[src/rtl/noc_pkg.sv]
// Purpose: shared flit layout for the virtual-router network interface.
// Fields (MSB first): dest | src | payload.
package noc_pkg;

    localparam int unsigned FLIT_W    = 32;
    localparam int unsigned ADDR_W    = 4;
    localparam int unsigned DEST_MSB  = 31;
    localparam int unsigned DEST_LSB  = 28;
    localparam int unsigned SRC_MSB   = 27;
    localparam int unsigned SRC_LSB   = 24;
    localparam int unsigned PAYLOAD_W = FLIT_W - 2 * ADDR_W;

    typedef struct packed {
        logic [ADDR_W-1:0]    dest;
        logic [ADDR_W-1:0]    src;
        logic [PAYLOAD_W-1:0] payload;
    } flit_t;

endpackage

[src/rtl/noc_bus.sv]
// Purpose: valid/ready flit channel between a router and an endpoint.
// Signals: data (W bits), valid (source->sink), ready (sink->source).
interface bus #(
    parameter int unsigned W = 32
) ();
    logic [W-1:0] data;
    logic         valid;
    logic         ready;

    modport source (output data, output valid, input ready);
    modport sink   (input data, input valid, output ready);
endinterface

[src/rtl/ni_fifo.sv]
// Purpose: synchronous FIFO, pointer-based with an extra wrap bit.
// Ports: clk, reset (sync, active-high), push/din, pop/dout (head), full, empty.
// A push while full and a pop while empty are ignored.
module ni_fifo #(
    parameter int unsigned WIDTH = 32,
    parameter int unsigned DEPTH = 4
) (
    input  logic             clk,
    input  logic             reset,
    input  logic             push,
    input  logic [WIDTH-1:0] din,
    input  logic             pop,
    output logic [WIDTH-1:0] dout,
    output logic             full,
    output logic             empty
);

    localparam int unsigned PTR_W = $clog2(DEPTH);
    localparam int unsigned CNT_W = PTR_W + 1;

    logic [CNT_W-1:0] wr_ptr_q, wr_ptr_d;
    logic [CNT_W-1:0] rd_ptr_q, rd_ptr_d;
    logic [WIDTH-1:0] mem_q [DEPTH];
    logic             do_push;
    logic             do_pop;

    // Same index with differing wrap bits means the write side lapped the read side.
    assign empty   = (wr_ptr_q == rd_ptr_q);
    assign full    = (wr_ptr_q[PTR_W] != rd_ptr_q[PTR_W]) &&
                     (wr_ptr_q[PTR_W-1:0] == rd_ptr_q[PTR_W-1:0]);
    assign do_push = push && !full;
    assign do_pop  = pop && !empty;
    assign dout    = mem_q[rd_ptr_q[PTR_W-1:0]];

    // Pointer advance; power-of-two depth makes the index wrap for free.
    always_comb begin
        wr_ptr_d = wr_ptr_q + CNT_W'(do_push);
        rd_ptr_d = rd_ptr_q + CNT_W'(do_pop);
    end

    always_ff @(posedge clk) begin
        if (reset) begin
            wr_ptr_q <= '0;
            rd_ptr_q <= '0;
            for (int unsigned i = 0; i < DEPTH; i++) begin
                mem_q[i] <= '0;
            end
        end else begin
            wr_ptr_q <= wr_ptr_d;
            rd_ptr_q <= rd_ptr_d;
            if (do_push) begin
                mem_q[wr_ptr_q[PTR_W-1:0]] <= din;
            end
        end
    end

endmodule

[src/rtl/vr_endpoint.sv]
// Purpose: network endpoint attached to a virtual router.
//   TX: user flits are stamped with VR_ID as src and queued toward net_src.
//   RX: flits from net_sink addressed to VR_ID are queued to the user as
//       {src, payload}; misaddressed flits are consumed and counted.
// Ports: clk_rtr, reset (sync, active-high), net_src (bus.source),
//   net_sink (bus.sink), tx_valid/tx_ready/tx_dest/tx_payload,
//   rx_valid/rx_ready/rx_src/rx_payload, drop_count (saturating).
module vr_endpoint
    import noc_pkg::*;
#(
    parameter int unsigned RANK             = 2,
    parameter int unsigned DATA_PACKET_SIZE = 32,
    parameter int unsigned VR_ID            = 9,
    parameter int unsigned FIFO_DEPTH       = 4
) (
    input  logic                                 clk_rtr,
    input  logic                                 reset,
    bus.source                                   net_src,
    bus.sink                                     net_sink,
    input  logic                                 tx_valid,
    output logic                                 tx_ready,
    input  logic [ADDR_W-1:0]                    tx_dest,
    input  logic [DATA_PACKET_SIZE-2*ADDR_W-1:0] tx_payload,
    output logic                                 rx_valid,
    input  logic                                 rx_ready,
    output logic [ADDR_W-1:0]                    rx_src,
    output logic [DATA_PACKET_SIZE-2*ADDR_W-1:0] rx_payload,
    output logic [15:0]                          drop_count
);

    localparam int unsigned PW    = DATA_PACKET_SIZE - 2 * ADDR_W;
    localparam int unsigned RX_W  = ADDR_W + PW;
    localparam logic [ADDR_W-1:0] MY_ID = ADDR_W'(VR_ID);

    // Elaboration-time parameter sanity check.
    if (FIFO_DEPTH < 2 || (FIFO_DEPTH & (FIFO_DEPTH - 1)) != 0 || VR_ID > 15) begin : g_bad_param
        $error("vr_endpoint (rank %0d): FIFO_DEPTH must be a power of two >= 2 and VR_ID < 16", RANK);
    end

    logic                        tx_full, tx_empty;
    logic [DATA_PACKET_SIZE-1:0] tx_flit;
    logic [DATA_PACKET_SIZE-1:0] tx_head;

    logic                        rx_full, rx_empty;
    logic                        sink_xfer;
    logic                        dest_match;
    logic [RX_W-1:0]             rx_head;

    logic [15:0]                 drop_count_q, drop_count_d;

    // Transmit path.
    assign tx_flit       = {tx_dest, MY_ID, tx_payload};
    assign tx_ready      = !tx_full;
    assign net_src.valid = !tx_empty;
    assign net_src.data  = tx_head;

    ni_fifo #(
        .WIDTH (DATA_PACKET_SIZE),
        .DEPTH (FIFO_DEPTH)
    ) u_tx_fifo (
        .clk   (clk_rtr),
        .reset (reset),
        .push  (tx_valid),
        .din   (tx_flit),
        .pop   (net_src.ready),
        .dout  (tx_head),
        .full  (tx_full),
        .empty (tx_empty)
    );

    // Receive path; ready comes only from FIFO pointer flops.
    assign net_sink.ready = !rx_full;
    assign sink_xfer      = net_sink.valid && !rx_full;
    assign dest_match     = (net_sink.data[DATA_PACKET_SIZE-1 -: ADDR_W] == MY_ID);
    assign rx_valid       = !rx_empty;
    assign rx_src         = rx_head[RX_W-1 -: ADDR_W];
    assign rx_payload     = rx_head[PW-1:0];

    ni_fifo #(
        .WIDTH (RX_W),
        .DEPTH (FIFO_DEPTH)
    ) u_rx_fifo (
        .clk   (clk_rtr),
        .reset (reset),
        .push  (sink_xfer && dest_match),
        .din   (net_sink.data[RX_W-1:0]),
        .pop   (rx_ready),
        .dout  (rx_head),
        .full  (rx_full),
        .empty (rx_empty)
    );

    // Saturating count of misaddressed flits.
    always_comb begin
        drop_count_d = drop_count_q;
        if (sink_xfer && !dest_match && drop_count_q != 16'hFFFF) begin
            drop_count_d = drop_count_q + 16'd1;
        end
    end

    always_ff @(posedge clk_rtr) begin
        if (reset) begin
            drop_count_q <= '0;
        end else begin
            drop_count_q <= drop_count_d;
        end
    end

    assign drop_count = drop_count_q;

endmodule

[src/flat_wrapper.sv]
// flat-port wrapper written by rule: the top's interface ports become plain ports
module vr_endpoint_flat import noc_pkg::*;
#(
    parameter int unsigned RANK             = 2,
    parameter int unsigned DATA_PACKET_SIZE = 32,
    parameter int unsigned VR_ID            = 9,
    parameter int unsigned FIFO_DEPTH       = 4
)
  (clk_rtr, reset, tx_valid, tx_ready, tx_dest, tx_payload, rx_valid, rx_ready, rx_src, rx_payload, drop_count, net_src_data, net_src_valid, net_src_ready, net_sink_data, net_sink_valid, net_sink_ready);
  bus #(.W(32)) net_src_i ();
  bus #(.W(32)) net_sink_i ();
  input  logic clk_rtr;
  input  logic reset;
  input  logic tx_valid;
  output logic tx_ready;
  input  logic [ADDR_W-1:0] tx_dest;
  input  logic [DATA_PACKET_SIZE-2*ADDR_W-1:0] tx_payload;
  output logic rx_valid;
  input  logic rx_ready;
  output logic [ADDR_W-1:0] rx_src;
  output logic [DATA_PACKET_SIZE-2*ADDR_W-1:0] rx_payload;
  output logic [15:0] drop_count;
  output wire logic [$bits(net_src_i.data)-1:0] net_src_data;
  output wire logic [$bits(net_src_i.valid)-1:0] net_src_valid;
  input wire logic [$bits(net_src_i.ready)-1:0] net_src_ready;
  input wire logic [$bits(net_sink_i.data)-1:0] net_sink_data;
  input wire logic [$bits(net_sink_i.valid)-1:0] net_sink_valid;
  output wire logic [$bits(net_sink_i.ready)-1:0] net_sink_ready;
  assign net_src_data = net_src_i.data;
  assign net_src_valid = net_src_i.valid;
  assign net_src_i.ready = net_src_ready;
  assign net_sink_i.data = net_sink_data;
  assign net_sink_i.valid = net_sink_valid;
  assign net_sink_ready = net_sink_i.ready;
  vr_endpoint #(.RANK(RANK), .DATA_PACKET_SIZE(DATA_PACKET_SIZE), .VR_ID(VR_ID), .FIFO_DEPTH(FIFO_DEPTH)) u_core (.clk_rtr(clk_rtr), .reset(reset), .net_src(net_src_i), .net_sink(net_sink_i), .tx_valid(tx_valid), .tx_ready(tx_ready), .tx_dest(tx_dest), .tx_payload(tx_payload), .rx_valid(rx_valid), .rx_ready(rx_ready), .rx_src(rx_src), .rx_payload(rx_payload), .drop_count(drop_count));
endmodule
[config.mk]
export PLATFORM = sky130hd
export DESIGN_NAME = vr_endpoint_flat
export DESIGN_NICKNAME = d
export VERILOG_FILES = /design/src/rtl/noc_pkg.sv /design/src/rtl/noc_bus.sv /design/src/rtl/ni_fifo.sv /design/src/rtl/vr_endpoint.sv /design/src/flat_wrapper.sv
export SDC_FILE = /design/constraint.sdc
export NUM_CORES = 1
export LEC_CHECK = 0
export ABC_AREA = 1
export BUFFER_PORTS_ARGS = -buffer_cell sky130_fd_sc_hd__buf_2
export CORE_MARGIN = 1.5
export CORE_UTILIZATION = 62
export CTS_CLUSTER_SIZE = 20
export DETAILED_ROUTE_END_ITERATION = 12
export MAX_ROUTING_LAYER = met4
export PLACE_DENSITY_LB_ADDON = 0.15
export SYNTH_ARGS = -nofsm -noshare
export SYNTH_HDL_FRONTEND = slang
export SYNTH_SLANG_ARGS = --single-unit
[constraint.sdc]
create_clock -name clk_rtr -period 6.35 [get_ports clk_rtr]
set_clock_uncertainty 0.2 [all_clocks]
set_input_delay 0.635 -clock clk_rtr [delete_from_list [all_inputs] [get_ports clk_rtr]]
set_output_delay 0.635 -clock clk_rtr [all_outputs]
set_load 0.01 [all_outputs]
==> out/qor.yml <==
timing:
  fin_crit_ns: 3.83
  drv_slew: 0
  period_share: 0.603
  maxSlewHeadroom: 0.232
  finalWorstSetupSlack_ns: 2.52
  rsz0062_at_grt: "false"
  setup_viol: 0
  hold_viol: 0
  tightest_slew_ns: 1.15
  clock.fmax_ghz: 0.261
  tns_ns: 0
route:
  drc_errors: 0
  ant_nets: 0
  vias: 8324
  first_iter_violations: 713
  drt_wl_total_um: 25200
  first_pass_iters: 6
  vias_per_cell: 5.67
  post_drt_wl_per_cell_um: 17.2
place:
  pre_cts_slack_ns: 2.54
  io_buffers: 143
  dpl.hpwl_um: 14900
  gp_congestion: 0.816
  placed_cells: 1419
synth:
  syn-instance-count: 1104
  syn_area_um2: 11400
  yosysUniqueCellTypes: 29
  async_reset_ff_frac: 0
  synth_largest_area_cell: "edfxtp_1"
  syn_area_per_cell_um2: 10.3
  synth-seq-cells: 256
  yosysSeqAreaShare: 0.649
  synth-edff-count: 228
  synthTopCellsByArea: "edfxtp_1 60%, nor2_1 10%, o21ai_0 5.2%"
  synth.top_cell.area_share: 0.599
  synth_ff_type: "edfxtp_1"
  synth_warnings: 0
grt:
  grt_first_pass_wirelength_um: 40600
  grt_antenna_before_repair: 0
  grt_overflow: 0
  grt_pass1_vias: 8034
  grt_max_degree: 62
  grt_use_total: 0.268
hold_path:
  min_path_type: "input pin to register"
  holdCritStartpoint: "net_sink_data[1]"
power_and_ir_drop:
  power_density_nw_per_um2: 302
  max-vdd-ir-drop_v: 0.000258
  cellLeakagePower_nw: 5.45
setup_path:
  cp-end-kind: "register"
  worstSetupPathType: "register to register"
  cp-start-kind: "register"
  required_ns: 6.41
  path_max_fanout: 32
  critical_path_arrival_ns: 3.89
  startpoint: "u_core.u_tx_fifo.rd_ptr_q[1]"
  r2r-start: "u_core.u_tx_fifo.rd_ptr_q[1]"
  reg2reg_slack_ns: 2.52
layout:
  syn_to_final_growth_pct: 14.4
  antenna_cells: 0
  fin_nets: 1294
  post_layout_nonfiller_instances: 1467
  final_layout_size_suffix_gt1_frac: 0.187
clock_network:
  clock-sinks: 256
  htree_levels: 1
  post_cts_resized: 0
  hold_buffers: 0
  cts_tree: "built"
  clockBufferDepth: 3
  clk_latency_ns: 0.53
  post_cts_buffers: 0
  cts-buffers-inserted: 26
  cts.clk_slew.worst_paths_ns: 0.06
  root_buffer: "clkbuf_16"
job:
  maxCapViolations: 0
floorplan:
  initial_core_util: 0.634
  coreArea_um2: 18000
  die_w_um: 139
  io_pins: 146
  die-area_um2: 19200
  fp.dieH_um: 139
  fp-row-count: 49
run_status:
  status: "finished, final reports clean"
-- metal layers --
metal | wire (um) | global-route usage | vias to the layer above
met4 | 544 | 0.0800 | 0
li1 | - | - | 3975
met5 | 0 | - | -
met3 | 1780 | 0.0390 | 48
met1 | 10700 | 0.364 | 3978
met2 | 12100 | 0.428 | 323
-- power by group --
| part | switching (mW) | total, mW | leakage, nW | internal (mW) |
|---|---|---|---|---|
| registers | 0.0269 | 1.94 | 2.61 | 1.91 |
| logic | 0.360 | 0.534 | 2.44 | 0.174 |
| clock network | 0.610 | 1.47 | 0.396 | 0.859 |
-- per-stage QoR --
step	cell area, um2	hold WS [ns]	utilization	total power [mW]
2_1_floorplan	11400	0.302	-	2.30
3_3_place_gp	12200	0.300	0.678	2.49
3_5_place_dp	12200	0.313	0.678	2.50
4_1_cts	13000	0.240	0.723	3.95
5_1_grt	13100	0.272	0.725	4.08
6_report	13100	0.254	0.725	3.94
-- worst max-delay path: stages (launching register included) --
cell and delay [ns]:
dfxtp_1 1.00, xnor2_1 0.19, and2_1 0.18, nand2_2 0.08
nand2_2 0.12, nor2_4 0.05, nand2_1 0.76, nand2_1 0.58
buf_4 0.40
-- layout make-up --
class | count | area [um2]
timing repair buffer | 162 | 878
tap | 229 | 287
inverter | 89 | 334
multi-input combinational | 684 | 3340
sequential | 256 | 7410
fill | 1301 | 4960
clock inverter | 11 | 103
clock buffer | 36 | 709
-- cell usage in the layout (no fill, tap or decap), drive strengths merged --
cell type,Yosys,final
edfxtp,228,228
xnor2,16,16
nand4,4,4
inv,89,90
ha,9,9
clkinv,0,8
buf,31,162
o22ai,57,57
conb,1,2
clkbuf,45,36
and2,2,2
nor2,317,317
nand3,12,12
bufinv,0,2
nand2,69,69
nor3,56,56
o31ai,1,1
nand3b,2,2
dfxtp,28,28
xor2,5,5
o21ai,118,118
a21oi,14,14
-- path summary, 6_finish.rpt --
path | end | depth (start not counted)
max | u_core.u_tx_fifo.mem_q[2][27] | 8
min | u_core.u_rx_fifo.mem_q[3][1] | 3
max reg2reg | u_core.u_tx_fifo.mem_q[2][27] | 8
min reg2reg | u_core.drop_count[15] | 2
-- kinds of logic after synthesis --
kind of cell	Yosys count	synth area share
and+or+nand+nor	462	0.174
DFF	256	0.649
AOI/OAI and AO/OA	190	0.0897
buffers and inverters	165	0.0612
xor gates and xnor gates	21	0.0161
adders and majority gates	9	0.00986
other	1	0.000328
-- cells in the mapped netlist (4+ instances only) --
| cell | n |
|---|---|
| a21oi_1 | 14 |
| buf_2 | 19 |
| buf_4 | 7 |
| buf_6 | 4 |
| clkbuf_1 | 45 |
| dfxtp_1 | 28 |
| edfxtp_1 | 228 |
| ha_1 | 9 |
| inv_1 | 87 |
| nand2_1 | 66 |
| nand3_1 | 11 |
| nand4_1 | 4 |
| nor2_1 | 314 |
| nor3_1 | 36 |
| nor3_2 | 20 |
| o21ai_0 | 118 |
| o22ai_1 | 57 |
| xnor2_1 | 16 |
| xor2_1 | 5 |
-- state kept, by name (all words and copies together) (netlist names) --
| name | flops |
|---|---|
| u_core.u_rx_fifo.rd_ptr_q | 3 |
| u_core.drop_count | 16 |
| u_core.u_rx_fifo.mem_q | 112 |
| u_core.u_rx_fifo.wr_ptr_q | 3 |
| u_core.u_tx_fifo.rd_ptr_q | 3 |
| u_core.u_tx_fifo.wr_ptr_q | 3 |
| u_core.u_tx_fifo.mem_q | 116 |
(Power assumes the default switching activity.)
